$ cat src/rtl/c16_sdram_pkg.sv
// Shared types and defaults for the C16 SDRAM arbiter.
package c16_sdram_pkg;

    // 24-bit byte address used on every port of the arbiter
    typedef logic [23:0] addr_t;

    // Arbiter FSM states
    typedef enum logic [1:0] {
        IDLE = 2'd0,
        C16  = 2'd1,
        DL   = 2'd2,
        REF  = 2'd3
    } arb_state_t;

    // Command fields captured in a pending slot and presented to the controller
    typedef struct packed {
        logic       we;
        addr_t      addr;
        logic [7:0] din;
    } mem_cmd_t;

    // About 7.8 us at 28.375 MHz between refresh requests
    localparam int unsigned REF_INTERVAL_DEF = 32'd220;
    // Cycles a pending refresh may wait before it preempts C16 traffic
    localparam int unsigned REF_DEFER_DEF    = 32'd32;

endpackage

$ cat src/rtl/c16_sdram_arb_if.sv
// Command/response bus between the arbiter and the SDRAM controller.
interface c16_sdram_arb_if;
    import c16_sdram_pkg::*;

    logic       mem_req;
    logic       mem_refresh;
    logic       mem_we;
    addr_t      mem_addr;
    logic [7:0] mem_din;
    logic [7:0] mem_dout;
    logic       mem_ready;

    // Arbiter side
    modport master (
        output mem_req, mem_refresh, mem_we, mem_addr, mem_din,
        input  mem_dout, mem_ready
    );

    // SDRAM controller side
    modport slave (
        input  mem_req, mem_refresh, mem_we, mem_addr, mem_din,
        output mem_dout, mem_ready
    );
endinterface

$ cat src/rtl/c16_sdram_refresh_timer.sv
// Refresh interval counter with pending flag and age tracking.
// ref_urgent rises once a pending refresh has waited REF_DEFER cycles.
module c16_sdram_refresh_timer
    import c16_sdram_pkg::*;
#(
    parameter int unsigned REF_INTERVAL = REF_INTERVAL_DEF,
    parameter int unsigned REF_DEFER    = REF_DEFER_DEF
) (
    input  logic clk,
    input  logic reset_n,
    input  logic ref_clr,
    output logic ref_pend,
    output logic ref_urgent
);
    localparam int unsigned CNT_W = $clog2(REF_INTERVAL);
    localparam int unsigned AGE_W = $clog2(REF_DEFER + 32'd1);
    localparam logic [CNT_W-1:0] CNT_LAST = CNT_W'(REF_INTERVAL - 32'd1);
    localparam logic [AGE_W-1:0] AGE_MAX  = AGE_W'(REF_DEFER);

    logic [CNT_W-1:0] cnt_r;
    logic [AGE_W-1:0] age_r;
    logic             ref_pend_r;
    logic             wrap_s;

    assign wrap_s = (cnt_r == CNT_LAST);

    // Free-running interval counter, independent of when refreshes are serviced
    always_ff @(posedge clk) begin
        if (!reset_n) begin
            cnt_r <= '0;
        end else if (wrap_s) begin
            cnt_r <= '0;
        end else begin
            cnt_r <= cnt_r + CNT_W'(1);
        end
    end

    // Pending flag: a new interval beats a clear landing in the same cycle
    always_ff @(posedge clk) begin
        if (!reset_n) begin
            ref_pend_r <= 1'b0;
        end else if (wrap_s) begin
            ref_pend_r <= 1'b1;
        end else if (ref_clr) begin
            ref_pend_r <= 1'b0;
        end else begin
            ref_pend_r <= ref_pend_r;
        end
    end

    // Age of the pending refresh, saturating at REF_DEFER
    always_ff @(posedge clk) begin
        if (!reset_n) begin
            age_r <= '0;
        end else if (ref_clr) begin
            age_r <= '0;
        end else if (ref_pend_r && (age_r != AGE_MAX)) begin
            age_r <= age_r + AGE_W'(1);
        end else begin
            age_r <= age_r;
        end
    end

    assign ref_pend   = ref_pend_r;
    assign ref_urgent = ref_pend_r && (age_r == AGE_MAX);
endmodule

$ cat src/rtl/c16_sdram_arb.sv
// SDRAM arbiter for the C16 core: C16 bus, ROM/cart download and auto-refresh.
// Optional download port enabled by defining C16_SDRAM_ARB_DL_EN.
module c16_sdram_arb
    import c16_sdram_pkg::*;
#(
    parameter int unsigned REF_INTERVAL = REF_INTERVAL_DEF,
    parameter int unsigned REF_DEFER    = REF_DEFER_DEF
) (
    input  logic       clk,
    input  logic       reset_n,
    input  logic       c16_req,
    input  logic       c16_we,
    input  addr_t      c16_addr,
    input  logic [7:0] c16_din,
    output logic [7:0] c16_dout,
    output logic       c16_ack,
    input  logic       dl_req,
    input  addr_t      dl_addr,
    input  logic [7:0] dl_din,
    output logic       dl_ack,
    c16_sdram_arb_if.master mem
);
    arb_state_t state_r, state_s;
    logic       grant_s, grant_ref_s;
    mem_cmd_t   grant_cmd_s;
    logic       mem_req_r, mem_refresh_r;
    mem_cmd_t   mem_cmd_r;
    logic       c16_pend_r, c16_done_s, c16_avail_s;
    mem_cmd_t   c16_cmd_r, c16_cmd_s;
    logic [7:0] c16_dout_r;
    logic       ref_pend_s, ref_urgent_s, ref_clr_s;

    assign c16_done_s  = (state_r == C16) && mem.mem_ready;
    assign ref_clr_s   = (state_r == REF) && mem.mem_ready;
    // A request strobed while IDLE is granted straight from the port fields
    assign c16_avail_s = c16_pend_r || c16_req;
    assign c16_cmd_s   = c16_pend_r ? c16_cmd_r : {c16_we, c16_addr, c16_din};

    c16_sdram_refresh_timer #(
        .REF_INTERVAL(REF_INTERVAL),
        .REF_DEFER   (REF_DEFER)
    ) u_refresh_timer (
        .clk       (clk),
        .reset_n   (reset_n),
        .ref_clr   (ref_clr_s),
        .ref_pend  (ref_pend_s),
        .ref_urgent(ref_urgent_s)
    );

`ifdef C16_SDRAM_ARB_DL_EN
    logic     dl_pend_r, dl_done_s, dl_avail_s;
    mem_cmd_t dl_cmd_r, dl_cmd_s;

    assign dl_done_s  = (state_r == DL) && mem.mem_ready;
    assign dl_avail_s = dl_pend_r || dl_req;
    assign dl_cmd_s   = dl_pend_r ? dl_cmd_r : {1'b1, dl_addr, dl_din};
    assign dl_ack     = reset_n && dl_done_s;

    // Download pending slot; a pulse is accepted when the slot is free or freeing now
    always_ff @(posedge clk) begin
        if (!reset_n) begin
            dl_pend_r <= 1'b0;
            dl_cmd_r  <= '0;
        end else if (dl_req && (!dl_pend_r || dl_done_s)) begin
            dl_pend_r <= 1'b1;
            dl_cmd_r  <= {1'b1, dl_addr, dl_din};
        end else if (dl_done_s) begin
            dl_pend_r <= 1'b0;
        end else begin
            dl_pend_r <= dl_pend_r;
        end
    end
`else
    logic dl_unused_s;
    assign dl_unused_s = ^{dl_req, dl_addr, dl_din};
    assign dl_ack      = 1'b0;
`endif

    // Next-state and grant selection; priority: urgent refresh, C16, download, refresh
    always_comb begin
        state_s     = state_r;
        grant_s     = 1'b0;
        grant_ref_s = 1'b0;
        grant_cmd_s = '0;
        case (state_r)
            IDLE: begin
                if (ref_urgent_s) begin
                    state_s     = REF;
                    grant_s     = 1'b1;
                    grant_ref_s = 1'b1;
                end else if (c16_avail_s) begin
                    state_s     = C16;
                    grant_s     = 1'b1;
                    grant_cmd_s = c16_cmd_s;
`ifdef C16_SDRAM_ARB_DL_EN
                end else if (dl_avail_s) begin
                    state_s     = DL;
                    grant_s     = 1'b1;
                    grant_cmd_s = dl_cmd_s;
`endif
                end else if (ref_pend_s) begin
                    state_s     = REF;
                    grant_s     = 1'b1;
                    grant_ref_s = 1'b1;
                end else begin
                    state_s = IDLE;
                end
            end
            C16, DL, REF: begin
                if (mem.mem_ready) begin
                    state_s = IDLE;
                end else begin
                    state_s = state_r;
                end
            end
            default: begin
                state_s = IDLE;
            end
        endcase
    end

    // FSM state register
    always_ff @(posedge clk) begin
        if (!reset_n) begin
            state_r <= IDLE;
        end else begin
            state_r <= state_s;
        end
    end

    // Controller command: one-cycle strobe on grant, fields held until the next grant
    always_ff @(posedge clk) begin
        if (!reset_n) begin
            mem_req_r     <= 1'b0;
            mem_refresh_r <= 1'b0;
            mem_cmd_r     <= '0;
        end else if (grant_s) begin
            mem_req_r     <= 1'b1;
            mem_refresh_r <= grant_ref_s;
            mem_cmd_r     <= grant_cmd_s;
        end else begin
            mem_req_r     <= 1'b0;
            mem_refresh_r <= mem_refresh_r;
            mem_cmd_r     <= mem_cmd_r;
        end
    end

    // C16 pending slot; a pulse is accepted when the slot is free or freeing now
    always_ff @(posedge clk) begin
        if (!reset_n) begin
            c16_pend_r <= 1'b0;
            c16_cmd_r  <= '0;
        end else if (c16_req && (!c16_pend_r || c16_done_s)) begin
            c16_pend_r <= 1'b1;
            c16_cmd_r  <= {c16_we, c16_addr, c16_din};
        end else if (c16_done_s) begin
            c16_pend_r <= 1'b0;
        end else begin
            c16_pend_r <= c16_pend_r;
        end
    end

    // Read data holding register, updated only when a C16 read completes
    always_ff @(posedge clk) begin
        if (!reset_n) begin
            c16_dout_r <= 8'h00;
        end else if (c16_done_s && !c16_cmd_r.we) begin
            c16_dout_r <= mem.mem_dout;
        end else begin
            c16_dout_r <= c16_dout_r;
        end
    end

    // Ack coincides with mem_ready; read data is forwarded in that same cycle
    assign c16_ack  = reset_n && c16_done_s;
    assign c16_dout = (c16_ack && !c16_cmd_r.we) ? mem.mem_dout : c16_dout_r;

    assign mem.mem_req     = mem_req_r;
    assign mem.mem_refresh = mem_refresh_r;
    assign mem.mem_we      = mem_cmd_r.we;
    assign mem.mem_addr    = mem_cmd_r.addr;
    assign mem.mem_din     = mem_cmd_r.din;
endmodule
$ cat src/flat_wrapper.sv
// flat-port wrapper written by rule: the top's interface ports become plain ports
module c16_sdram_arb_flat import c16_sdram_pkg::*;
#(
    parameter int unsigned REF_INTERVAL = REF_INTERVAL_DEF,
    parameter int unsigned REF_DEFER    = REF_DEFER_DEF
)
  (clk, reset_n, c16_req, c16_we, c16_addr, c16_din, c16_dout, c16_ack, dl_req, dl_addr, dl_din, dl_ack, mem_mem_req, mem_mem_refresh, mem_mem_we, mem_mem_addr, mem_mem_din, mem_mem_dout, mem_mem_ready);
  c16_sdram_arb_if mem_i ();
  input  logic clk;
  input  logic reset_n;
  input  logic c16_req;
  input  logic c16_we;
  input  addr_t c16_addr;
  input  logic [7:0] c16_din;
  output logic [7:0] c16_dout;
  output logic c16_ack;
  input  logic dl_req;
  input  addr_t dl_addr;
  input  logic [7:0] dl_din;
  output logic dl_ack;
  output wire logic [$bits(mem_i.mem_req)-1:0] mem_mem_req;
  output wire logic [$bits(mem_i.mem_refresh)-1:0] mem_mem_refresh;
  output wire logic [$bits(mem_i.mem_we)-1:0] mem_mem_we;
  output wire logic [$bits(mem_i.mem_addr)-1:0] mem_mem_addr;
  output wire logic [$bits(mem_i.mem_din)-1:0] mem_mem_din;
  input wire logic [$bits(mem_i.mem_dout)-1:0] mem_mem_dout;
  input wire logic [$bits(mem_i.mem_ready)-1:0] mem_mem_ready;
  assign mem_mem_req = mem_i.mem_req;
  assign mem_mem_refresh = mem_i.mem_refresh;
  assign mem_mem_we = mem_i.mem_we;
  assign mem_mem_addr = mem_i.mem_addr;
  assign mem_mem_din = mem_i.mem_din;
  assign mem_i.mem_dout = mem_mem_dout;
  assign mem_i.mem_ready = mem_mem_ready;
  c16_sdram_arb #(.REF_INTERVAL(REF_INTERVAL), .REF_DEFER(REF_DEFER)) u_core (.clk(clk), .reset_n(reset_n), .c16_req(c16_req), .c16_we(c16_we), .c16_addr(c16_addr), .c16_din(c16_din), .c16_dout(c16_dout), .c16_ack(c16_ack), .dl_req(dl_req), .dl_addr(dl_addr), .dl_din(dl_din), .dl_ack(dl_ack), .mem(mem_i));
endmodule
$ cat config.mk
export PLATFORM = sky130hd
export DESIGN_NAME = c16_sdram_arb_flat
export DESIGN_NICKNAME = d
export VERILOG_FILES = /design/src/rtl/c16_sdram_pkg.sv /design/src/rtl/c16_sdram_arb_if.sv /design/src/rtl/c16_sdram_refresh_timer.sv /design/src/rtl/c16_sdram_arb.sv /design/src/flat_wrapper.sv
export SDC_FILE = /design/constraint.sdc
export NUM_CORES = 1
export LEC_CHECK = 0
export BUFFER_PORTS_ARGS = -buffer_cell sky130_fd_sc_hd__buf_2
export CAP_MARGIN = 10
export CORE_AREA = 2 2 121 123
export CTS_BUF_LIST = sky130_fd_sc_hd__clkbuf_8
export CTS_CLUSTER_SIZE = 16
export DETAILED_ROUTE_END_ITERATION = 10
export DIE_AREA = 0 0 123 125
export SYNTH_ARGS = -nofsm -noshare
export SYNTH_HDL_FRONTEND = slang
export SYNTH_SLANG_ARGS = --single-unit
$ cat constraint.sdc
create_clock -name clk -period 4.9 [get_ports clk]
set_input_delay 0.98 -clock clk [delete_from_list [all_inputs] [get_ports clk]]
set_output_delay 0.98 -clock clk [all_outputs]
set_load 0.1 [all_outputs]
* Yosys cells after proc, flatten, opt, wreduce, memory -nomap -nowiden
Cells that the tools add are included.
** Operators by class
- Add/subtract/negate cells :: 2
- Equal/unequal tests :: 7
- Multiplexer cells :: 22
- Reduce and logical (&&, ||, !) cells :: 18
- Bitwise logic cells :: 1
** Operator list (number)
- 2-to-1 mux 33 bit :: 4
- 2-to-1 mux 1 bit :: 12
- adder 8 x 1 -> 8 bit (second input constant) :: 1
- equality test 8 bit (second input constant) :: 1
- logical AND 1 bit :: 8
- 2-to-1 mux 2 bit :: 4
- 2-to-1 mux 8 bit :: 1
- adder 6 x 1 -> 6 bit (second input constant) :: 1
- equality test 6 bit (second input constant) :: 1
- != test 6 bit (second input constant) :: 1
- equality test 2 bit (second input constant) :: 2
- case mux 2 bit (2 select lines) :: 1
- nonzero test 2 bit :: 2
- OR reduction 2 bit :: 2
- OR reduction 3 bit :: 1
- equality test 2 x 1 -> 1 bit (second input constant) :: 1
- zero test 1 bit :: 2
- zero test 2 bit :: 1
- logical OR 1 bit :: 2
- != test 2 bit (second input constant) :: 1
- inverter 1 bit :: 1
** Storage, ports and cells
- Bits in registers :: 94
- Output and inout bits :: 45
- Input port bits :: 78

* Longest topological paths before layout
Gate-level depths: netlist (run 1).
- Depth in word-level cells :: 5
- Mapped depth :: 6
- Depth with buffers taken out :: 5

* By module
A second synthesis (run 1) with hierarchy kept.
** Second synthesis, totals
- Cell total of the unflattened synthesis :: 442
- Area, all modules :: 4280.4 µm²
** By module, submodules not included
- c16_sdram_arb :: area each 3512.1 µm², instances 1, cells each 353
- c16_sdram_refresh_timer :: area each 768.2 µm², instances 1, cells each 89

* Least setup slack after synthesis (run 1)
No wires, ideal clock.
- Path type :: input -> output
- Start point :: in reset_n
- End point :: out c16_ack
- Stages on the path :: 3
- Arrival :: 2.438 ns
- Buffers on the path :: 1
- Path slack :: 1.482 ns
- Cells stage by stage :: buf_4 > inv_2 > nor2_1
** On the way
- Word-level cells in the longest chain between the ends :: 1
** RTL lines
- from (decl) :: line flat_wrapper.sv:10 : input logic reset_n;
- logical AND 1 bit :: line c16_sdram_arb.sv:175 : assign c16_ack = reset_n && c16_done_s;
- to (decl) :: line flat_wrapper.sv:16 : output logic c16_ack;
No other way between the ends.

* Worst setup path in the final report (run 1)
- Start point :: in mem_mem_ready
- End point :: out c16_dout[3]
** On the way
- Word-level cells in the longest chain between the ends :: 4
** RTL lines
- from (decl) :: line flat_wrapper.sv:27 : input wire logic [$bits(mem_i.mem_ready)-1:0] mem_mem_ready;
- logical AND 1 bit :: line c16_sdram_arb.sv:33 : assign c16_done_s = (state_r == C16) && mem.mem_ready;
- logical AND 1 bit :: line c16_sdram_arb.sv:175
- logical AND 1 bit :: line c16_sdram_arb.sv:176 : assign c16_dout = (c16_ack && !c16_cmd_r.we) ? mem.mem_dout : c16_dout_r;
- 2-to-1 mux 8 bit :: line c16_sdram_arb.sv:176
- to (decl) :: line flat_wrapper.sv:15 : output logic [7:0] c16_dout;
No other way between the ends.

==> flow_summary.yaml, run 1 <==
final_layout:
  drive_gt1_share_pct: 32.9
  mostFrequentLayoutCell: "dfxtp_1"
  antenna_cells: 0
  final.fill_count: 1424
  nets: 544
  area_delta_synth_final_pct: 21.2
  layout_common_cells: "dfxtp_1 (93), buf_2 (80), nand2_1 (75), mux2i_1 (68), o2bb2ai_2 (30)"
power_and_ir_drop:
  power_frac_seq_pct: 47.6
  p_clk_share_pct: 27.9
  combPwrFrac_pct: 24.5
  switchingPower_mw: 0.664
  p_int_mw: 1.12
  swShare_pct: 37.1
  vdd_ir_drop_max_mv: 0.143
  cellPowerDensity_mw_per_mm2: 359
  cellLeakagePower_nw: 2.06
worst_hold_path:
  hold_path.class: "register to register"
global_routing:
  grt_max_degree: 81
  grt_pass1_wl_mm: 15.9
  antenna_found_initial: 0
  grt_usage_pct: 12.9
  grt_overflow: 0
  grt_pass1_vias: 3184
worst_setup_path:
  end_kind: "primary output"
  cp_cell_sequence: "buf_2 > nand3b_1 > nor3_2 > buf_4 > mux2_2 > buf_12"
  path_buf_inv: 3
  crit_required_ns: 3.92
  cp-start-kind: "primary input"
  slowest_stage: "mux2_2"
  max_stage_delay_ns: 0.38
  cp_top_family: "buffers and inverters"
  critPathKind: "primary input to primary output"
  worstPathArrival_ns: 2.32
  path_max_fanout: 16
floorplan:
  die_w_um: 123
  die_y_um: 125
  die-area_mm2: 0.0154
  fp.coreArea_mm2: 0.0142
  rows: 44
  pin_count: 123
  start_util_pct: 28.9
clock_tree:
  clock_latency_ns: 0.38
  cts-buffers-inserted: 9
  ctsHtreeMaxLevel: 3
  post_cts_buffers: 0
  path_clk_slew_ns: 0.10
  cts_tree: "built"
  cts_sinks: 94
  clockRootBuffer: "clkbuf_8"
  cts_resized: 0
  cts_hold_buf: 0
  cts.path.max_buffers: 2
logic_synthesis:
  synth.area.mux_share_pct: 18.8
  synth_top_area_share_pct: 45.8
  yosysUniqueCellTypes: 42
  synthXorXnorAreaFrac_pct: 0.853
  synth.ff_latch_count: 94
  synthCells: 386
  synth_edf_count: 0
  yosys_most_used_dff: "dfxtp_1"
  yosys_warnings: 0
  yosys.area_share.adder_pct: 0.914
  synth-compound-area-share_pct: 17.2
  syn-num-nets: 467
  synthArstFlopShare_pct: 0
  syn_area_mm2: 0.00411
  ys_seq_area_share_pct: 45.8
  yosys.area_share.simple_pct: 12.2
  synth_area_leaders: "dfxtp_1 (46%), mux2i_1 (17%), o2bb2ai_2 (11%)"
  syn_area_per_cell_um2: 10.6
  synth_top_family_by_area: "multiplexers"
  yosys.area.top_type: "dfxtp_1"
timing:
  maxSlewHeadroom_pct: 22.8
  tightest_slew_ns: 1.16
  setup_viol: 0
  clock_skew_ns: 0.0157
  finalSetupTns_ns: 0
  finalHoldViolations: 0
  period_minus_slack_ns: 3.30
  final_max_slew_viol_count: 0
  timing.fmax_ghz: 0.303
  setup_ws_ns: 1.60
  whs_ns: 0.462
  period_share_pct: 67.4
  rsz0062_at_grt: "false"
flow_run:
  maxCapViolations: 0
detailed_routing:
  drc: 0
  top_layer_used: "met4"
  drt-initial-drc-count: 152
  via_per_inst: 4.70
  wire_per_inst_um: 14.3
  vias: 3066
  drtAntennaViolNets: 0
  wl_met3_um: 482
  met2_wirelength_mm: 4.48
  wl_mm: 9.31
  wl_met1_mm: 4.20
  drtPass1Iterations: 4
status:
  status: "completed"
placed_design:
  pre_cts_ws_ns: 1.60
  numPortBuffers: 88
  gp_congestion: 0.692
  dp_hpwl_mm: 6.29
logic make-up after synthesis:
logic type | Yosys count
compound gates | 64
xor+xnor | 4
fa+ha+maj | 3
buf+inv | 32
flops | 94
mux | 76
other cells | 1
simple gates | 112
per-stage QoR:
stage | std cells | power, mW | util, % | cell area, µm²
3_5_place_dp | 636 | 1.31 | 33.7 | 4790
6_report | 652 | 1.79 | 35.1 | 4980
3_3_place_gp | 636 | 1.30 | 33.7 | 4790
2_1_floorplan | 386 | 1.21 | - | 4110
5_1_grt | 652 | 1.87 | 35.1 | 4980
4_1_cts | 652 | 1.81 | 35.1 | 4980
power groups by stage:
stage               Clock, mW  Sequential (mW)  Combinational, mW
finish                  0.499            0.851              0.439
detailed placement          0            0.868              0.443
global route            0.548            0.858              0.463
CTS                     0.517            0.851              0.443
floorplan                   0             1.03              0.187
global placement            0            0.865              0.437
flip-flops by register name, summed over array words and instances (netlist names):
signal,flops
u_core.c16_cmd_r,33
u_core.mem.mem_addr,24
u_core.c16_dout_r,8
u_core.mem.mem_din,8
u_core.u_refresh_timer.cnt_r,8
u_core.u_refresh_timer.age_r,6
u_core.state_r,2
u_core.c16_pend_r,1
u_core.mem.mem_refresh,1
u_core.mem.mem_req,1
u_core.mem.mem_we,1
u_core.u_refresh_timer.ref_pend,1
cells in the mapped netlist (5+ instances only):
cell and instances:
buf_4 6, dfxtp_1 94, o2bb2ai_2 30, nand2_1 75, a22o_1 8, mux2i_1 68
nand3_1 9, inv_1 5, mux2_2 8, nor2_1 10, clkbuf_1 10, buf_2 6
o21ai_0 5, a21oi_1 8
worst paths after layout:
check	slack, ns	endpoint	cells past startpoint	from
hold / removal	0.46	u_core.c16_cmd_r[3]	2	u_core.c16_cmd_r[3]
setup reg to reg	2.52	u_core.mem.mem_addr[1]	4	u_core.c16_pend_r
hold reg to reg	0.46	u_core.c16_cmd_r[3]	2	u_core.c16_cmd_r[3]
setup / recovery	1.60	c16_dout[3]	6	mem_mem_ready
layer usage:
layer / up-vias / GRT usage [%]
met4: 0 / 5.61
met1: 1458 / 16.2
li1: 1530 / -
met3: 11 / 2.83
met2: 67 / 21.3
met5: - / 0
layout make-up:
cell class / count / area [µm²] / area share [%]
clock buffer: 9 / 124 / 2.49
clock inverter: 7 / 62.6 / 1.26
inverter: 6 / 22.5 / 0.452
multi-input combinational: 260 / 2070 / 41.5
sequential: 94 / 1880 / 37.8
tap: 184 / 230 / 4.62
timing repair buffer: 92 / 591 / 11.9
worst reg2reg max path, cell delays in order, from the launching register on:
cell and delay, ns:
dfxtp_2 0.47, buf_4 0.34, nor3_1 0.36, o31a_2 0.96, o2bb2ai_1 0.20
Note: power is estimated with default switching activity, not from simulation.
==> inputs of run 2 (changes only) <==
- clock period: 4.9 -> 3.3 ns (I/O delays scaled with it)
==> run 2 against run 1 <==
  * Hold slack worse by 0.0027 ns
  * Critical path depth decreased by 1
  * Combinational power increased by 49%
  * Flip-flop and latch count unchanged
  * Utilization grew 0.84 points
  * Largest cell class unchanged
  * Largest power group unchanged
  * Highest routed layer unchanged
==> flow_summary.yaml, run 2 (synthesis gave the netlist of run 1 again) <==
status:
  status: "completed"
clock_tree:
  post_cts_buffers: 0
  path_clk_slew_ns: 0.08
  cts_sinks: 94
  cts_hold_buf: 0
  cts_resized: 0
  clock_latency_ns: 0.36
  cts.path.max_buffers: 2
  cts_tree: "built"
  cts-buffers-inserted: 9
  clockRootBuffer: "clkbuf_8"
  ctsHtreeMaxLevel: 3
worst_setup_path:
  cp-start-kind: "register"
  crit_required_ns: 2.64
  critPathKind: "register to primary output"
  cp_cell_sequence: "nand3b_1 > nor3_2 > buf_4 > mux2_2 > buf_12"
  cp_top_family: "simple AND/OR/NAND/NOR gates"
  end_kind: "primary output"
  path_max_fanout: 16
  slowest_stage: "mux2_2"
  path_buf_inv: 2
  worstPathArrival_ns: 2.05
  max_stage_delay_ns: 0.39
timing:
  whs_ns: 0.459
  tightest_slew_ns: 0.852
  clock_skew_ns: 0.00782
  setup_ws_ns: 0.586
  final_max_slew_viol_count: 0
  rsz0062_at_grt: "false"
  finalSetupTns_ns: 0
  finalHoldViolations: 0
  timing.fmax_ghz: 0.368
  period_minus_slack_ns: 2.71
  maxSlewHeadroom_pct: 43.2
  period_share_pct: 82.3
  setup_viol: 0
global_routing:
  grt.busiest_layer: "met2"
  grt_usage_pct: 12.7
  antenna_found_initial: 0
  use_met1_pct: 16.1
  grt_overflow: 0
  grt_pass1_vias: 3169
  grtUsageMet2_pct: 20.4
  grt.met3_usage_pct: 3.24
  grt_max_degree: 80
  grt_pass1_wl_mm: 15.6
placed_design:
  dp_hpwl_mm: 6.29
  numPortBuffers: 88
  gp_congestion: 0.715
  pre_cts_ws_ns: 0.629
  placed_area_mm2: 0.00484
detailed_routing:
  drtPass1Iterations: 4
  vias: 3062
  drc: 0
  wl_mm: 9.22
  wire_per_inst_um: 14.2
  drtAntennaViolNets: 0
  via_per_inst: 4.70
  drt-initial-drc-count: 85
final_layout:
  drive_gt1_share_pct: 32.8
  antenna_cells: 0
  mostFrequentLayoutCell: "dfxtp_1"
  final_area_mm2: 0.00510
  final.fill_count: 1440
  registers.top_by_ff_count: "u_core.c16_cmd_r"
  utilization_pct: 35.9
  nets: 545
  layout_common_cells: "dfxtp_1 (93), buf_2 (79), nand2_1 (75), mux2i_1 (68), o2bb2ai_2 (30)"
  largest_register_ffs: 33
  area_delta_synth_final_pct: 24.1
power_and_ir_drop:
  cellPowerDensity_mw_per_mm2: 569
  vdd_ir_drop_max_mv: 0.256
  cellLeakagePower_nw: 2.11
flow_run:
  maxCapViolations: 0
floorplan:
  pin_count: 123
  die_y_um: 125
  die-area_mm2: 0.0154
  start_util_pct: 28.9
  die_w_um: 123
  rows: 44
  fp.coreArea_mm2: 0.0142
worst_hold_path:
  hold_path.class: "register to register"
[run 2: per-stage QoR]
step / power, mW / instances
2_1_floorplan: 1.80 / 386
3_3_place_gp: 1.94 / 637
3_5_place_dp: 1.95 / 637
4_1_cts: 2.93 / 651
5_1_grt: 3.02 / 651
6_report: 2.90 / 651
[run 2: final timing paths]
path         cells past startpoint  slack (ns)                start                      to
max                              5        0.59    u_core.state_r[1]             c16_dout[7]
min                              2        0.46  u_core.c16_cmd_r[3]     u_core.c16_cmd_r[3]
max reg2reg                      3        1.21    u_core.c16_pend_r  u_core.mem.mem_addr[1]
min reg2reg                      2        0.46  u_core.c16_cmd_r[3]     u_core.c16_cmd_r[3]
[run 2: area by class of cell]
cell class / count / area (µm²) / area share [%]
multi-input cells: 260 / 2070 / 40.5
clock buffers: 10 / 138 / 2.70
well taps: 184 / 230 / 4.52
flip-flops and latches: 94 / 1880 / 36.9
repair buffers: 93 / 638 / 12.5
clock inverters: 4 / 120 / 2.36
inverters: 6 / 22.5 / 0.442
[run 2: report_power, final]
group          switching (mW)  internal (mW)  total (mW)
clock network           0.384          0.592       0.976
logic                   0.477          0.178       0.656
registers              0.0593           1.21        1.27
total                   0.920           1.98        2.90
[run 2: worst min-delay path: cells and delay by family, from the launching register on]
kind | cells | cell delay (ns)
flops | 1 | 0.31
simple gates | 1 | 0.05
mux | 1 | 0.05
[run 2: routing by layer]
layer	vias up	part of all wire [%]
met4	0	1.7
met1	1448	47
met2	71	46
met5	-	0
met3	12	5.7
li1	1531	-
==> inputs of run 3 (changes only) <==
- ABC_AREA: not set -> 1
- CORE_AREA: 2 2 121 123 -> 2 2 119 121
- DIE_AREA: 0 0 123 125 -> 0 0 121 123
- clock period: 3.3 -> 2.57 ns (I/O delays scaled with it)
==> run 3 against run 2 <==
  * Cell count is 24% higher
  * Synthesized cell count is 42% higher
  * Design area is 2.8% lower
  * Flip-flop and latch count stayed put
  * Highest routed layer unchanged
  * Wire length is 11% higher
==> flow_summary.yaml, run 3 <==
final_layout:
  mostFrequentLayoutCell: "nand2_1"
  nets: 702
  area_delta_synth_final_pct: 24.3
  registers.top_by_ff_count: "u_core.c16_cmd_r"
  layout_common_cells: "nand2_1 (144), dfxtp_1 (94), buf_2 (79), o21ai_0 (55), inv_1 (53)"
  utilization_pct: 36.4
  antenna_cells: 0
  final.fill_count: 1415
  drive_gt1_share_pct: 20.5
  multi_input_area_mm2: 0.00185
  regArea_mm2: 0.00188
  largest_register_ffs: 33
global_routing:
  antenna_found_initial: 0
  grt_pass1_wl_mm: 16.6
  grt_usage_pct: 14.0
  grt_pass1_vias: 3457
  grt_overflow: 0
  grt_max_degree: 56
clock_tree:
  cts-buffers-inserted: 9
  post_cts_buffers: 0
  clock_latency_ns: 0.36
  ctsHtreeMaxLevel: 3
  path_clk_slew_ns: 0.09
  cts_tree: "built"
  cts.path.max_buffers: 2
  cts_hold_buf: 0
  cts_sinks: 94
  clockRootBuffer: "clkbuf_8"
  cts_resized: 0
timing:
  rsz0062_at_grt: "false"
  finalHoldViolations: 0
  period_share_pct: 89.3
  maxSlewHeadroom_pct: 43.7
  timing.fmax_ghz: 0.436
  setup_viol: 0
  period_minus_slack_ns: 2.30
  final_max_slew_viol_count: 0
  tightest_slew_ns: 0.844
  clock_skew_ns: 0.00841
  finalSetupTns_ns: 0
flow_run:
  maxCapViolations: 0
floorplan:
  die-area_mm2: 0.0149
  start_util_pct: 29.3
  fp.coreArea_mm2: 0.0136
  pin_count: 123
  die_y_um: 123
  die_w_um: 121
  rows: 43
worst_setup_path:
  path_max_fanout: 24
  max_stage_delay_ns: 0.34
  cp_cell_sequence: "inv_1 > nand3_4 > nor2_4 > nand2_4 > nand2_1 > o21ai_4 > buf_12"
  path_buf_inv: 2
  crit_required_ns: 2.06
  end_kind: "primary output"
  cp-start-kind: "register"
  worstPathArrival_ns: 1.78
  critPathKind: "register to primary output"
  slowest_stage: "dfxtp_1"
  cp_top_family: "simple AND/OR/NAND/NOR gates"
detailed_routing:
  vias: 3798
  via_per_inst: 4.72
  drtAntennaViolNets: 0
  wl_mm: 10.3
  drt-initial-drc-count: 219
  drtPass1Iterations: 4
  drc: 0
  wire_per_inst_um: 12.8
logic_synthesis:
  synthArstFlopShare_pct: 0
  netlist_top_cells_count: "nand2_1 (145), dfxtp_1 (94), o21ai_0 (55), inv_1 (52), a21oi_1 (45)"
  synth_area_leaders: "dfxtp_1 (47%), nand2_1 (14%), o21ai_0 (6.9%)"
  synth.most_common_cell: "nand2_1"
  yosys_most_used_dff: "dfxtp_1"
  yosys.area.top_type: "dfxtp_1"
  synth_edf_count: 0
  ys_seq_area_share_pct: 47.2
  yosysUniqueCellTypes: 29
  synth.ff_latch_count: 94
  synth_top_area_share_pct: 47.2
  syn-num-nets: 630
  syn_area_per_cell_um2: 7.26
  synthCells: 549
  syn_area_mm2: 0.00399
  yosys_warnings: 0
power_and_ir_drop:
  cellLeakagePower_nw: 2.15
  vdd_ir_drop_max_mv: 0.293
  cellPowerDensity_mw_per_mm2: 686
worst_hold_path:
  hold_path.class: "primary input to register"
placed_design:
  numPortBuffers: 88
  dp_hpwl_mm: 6.97
  gp_congestion: 0.794
status:
  status: "completed"
==> run 3: stage by stage <==
step	cell area, µm²	total power, mW	hold slack, ns	instances	setup WS [ns]
2_1_floorplan	4130	2.34	0.418	549	0.0243
3_3_place_gp	4780	2.52	0.430	790	0.446
3_5_place_dp	4780	2.53	0.432	790	0.402
4_1_cts	4950	3.44	0.409	805	0.240
5_1_grt	4950	3.56	0.435	805	0.155
6_report	4950	3.40	0.428	805	0.275
==> run 3: logic make-up after synthesis <==
| kind of cell | count (synthesis) | synth area share, % |
|---|---|---|
| xor+xnor | 4 | 0.879 |
| buf+inv | 88 | 9.45 |
| other cells | 1 | 0.0941 |
| simple gates | 218 | 23.3 |
| fa+ha+maj | 3 | 0.942 |
| flops | 94 | 47.2 |
| compound gates | 141 | 18.2 |
==> run 3: path summary, 6_finish.rpt <==
check                         from  cells after the start                endpoint  slack (ns)
max              u_core.state_r[1]                      7             c16_dout[0]        0.27
min                  mem_mem_ready                      2       u_core.state_r[1]        0.43
max reg2reg      u_core.c16_pend_r                      6  u_core.mem.mem_addr[0]        0.62
min reg2reg  u_core.mem.mem_din[7]                      2   u_core.mem.mem_din[7]        0.45
==> run 3: power by group <==
group          switching, mW  leakage (nW)  internal (mW)
Combinational          0.687          1.29          0.201
Clock                  0.505        0.0886          0.395
Sequential            0.0527         0.770           1.56
Total                   1.25          2.15           2.15
==> run 3: routing by layer <==
layer / global-route usage, % / vias up / share of wire [%]
met5: 0 / - / 0
met4: 5.16 / 0 / 1.1
met3: 2.77 / 7 / 3.8
met2: 23.6 / 74 / 49
met1: 17.8 / 1787 / 46
li1: - / 1930 / -
==> run 3: layout make-up <==
type                    instances  area share [%]
multi-input cells             367            37.3
flip-flops and latches         94            38.0
repair buffers                 93            12.4
clock inverters                 4           0.480
inverters                      56            4.29
well taps                     180            4.55
clock buffers                  11            3.06
==> run 3: worst reg2reg max path, delay by kind of cell, from the launching register on <==
family / cells / cell delay (ns)
flops: 1 / 0.68
simple gates: 2 / 0.46
compound gates: 2 / 0.38
buf+inv: 2 / 0.36
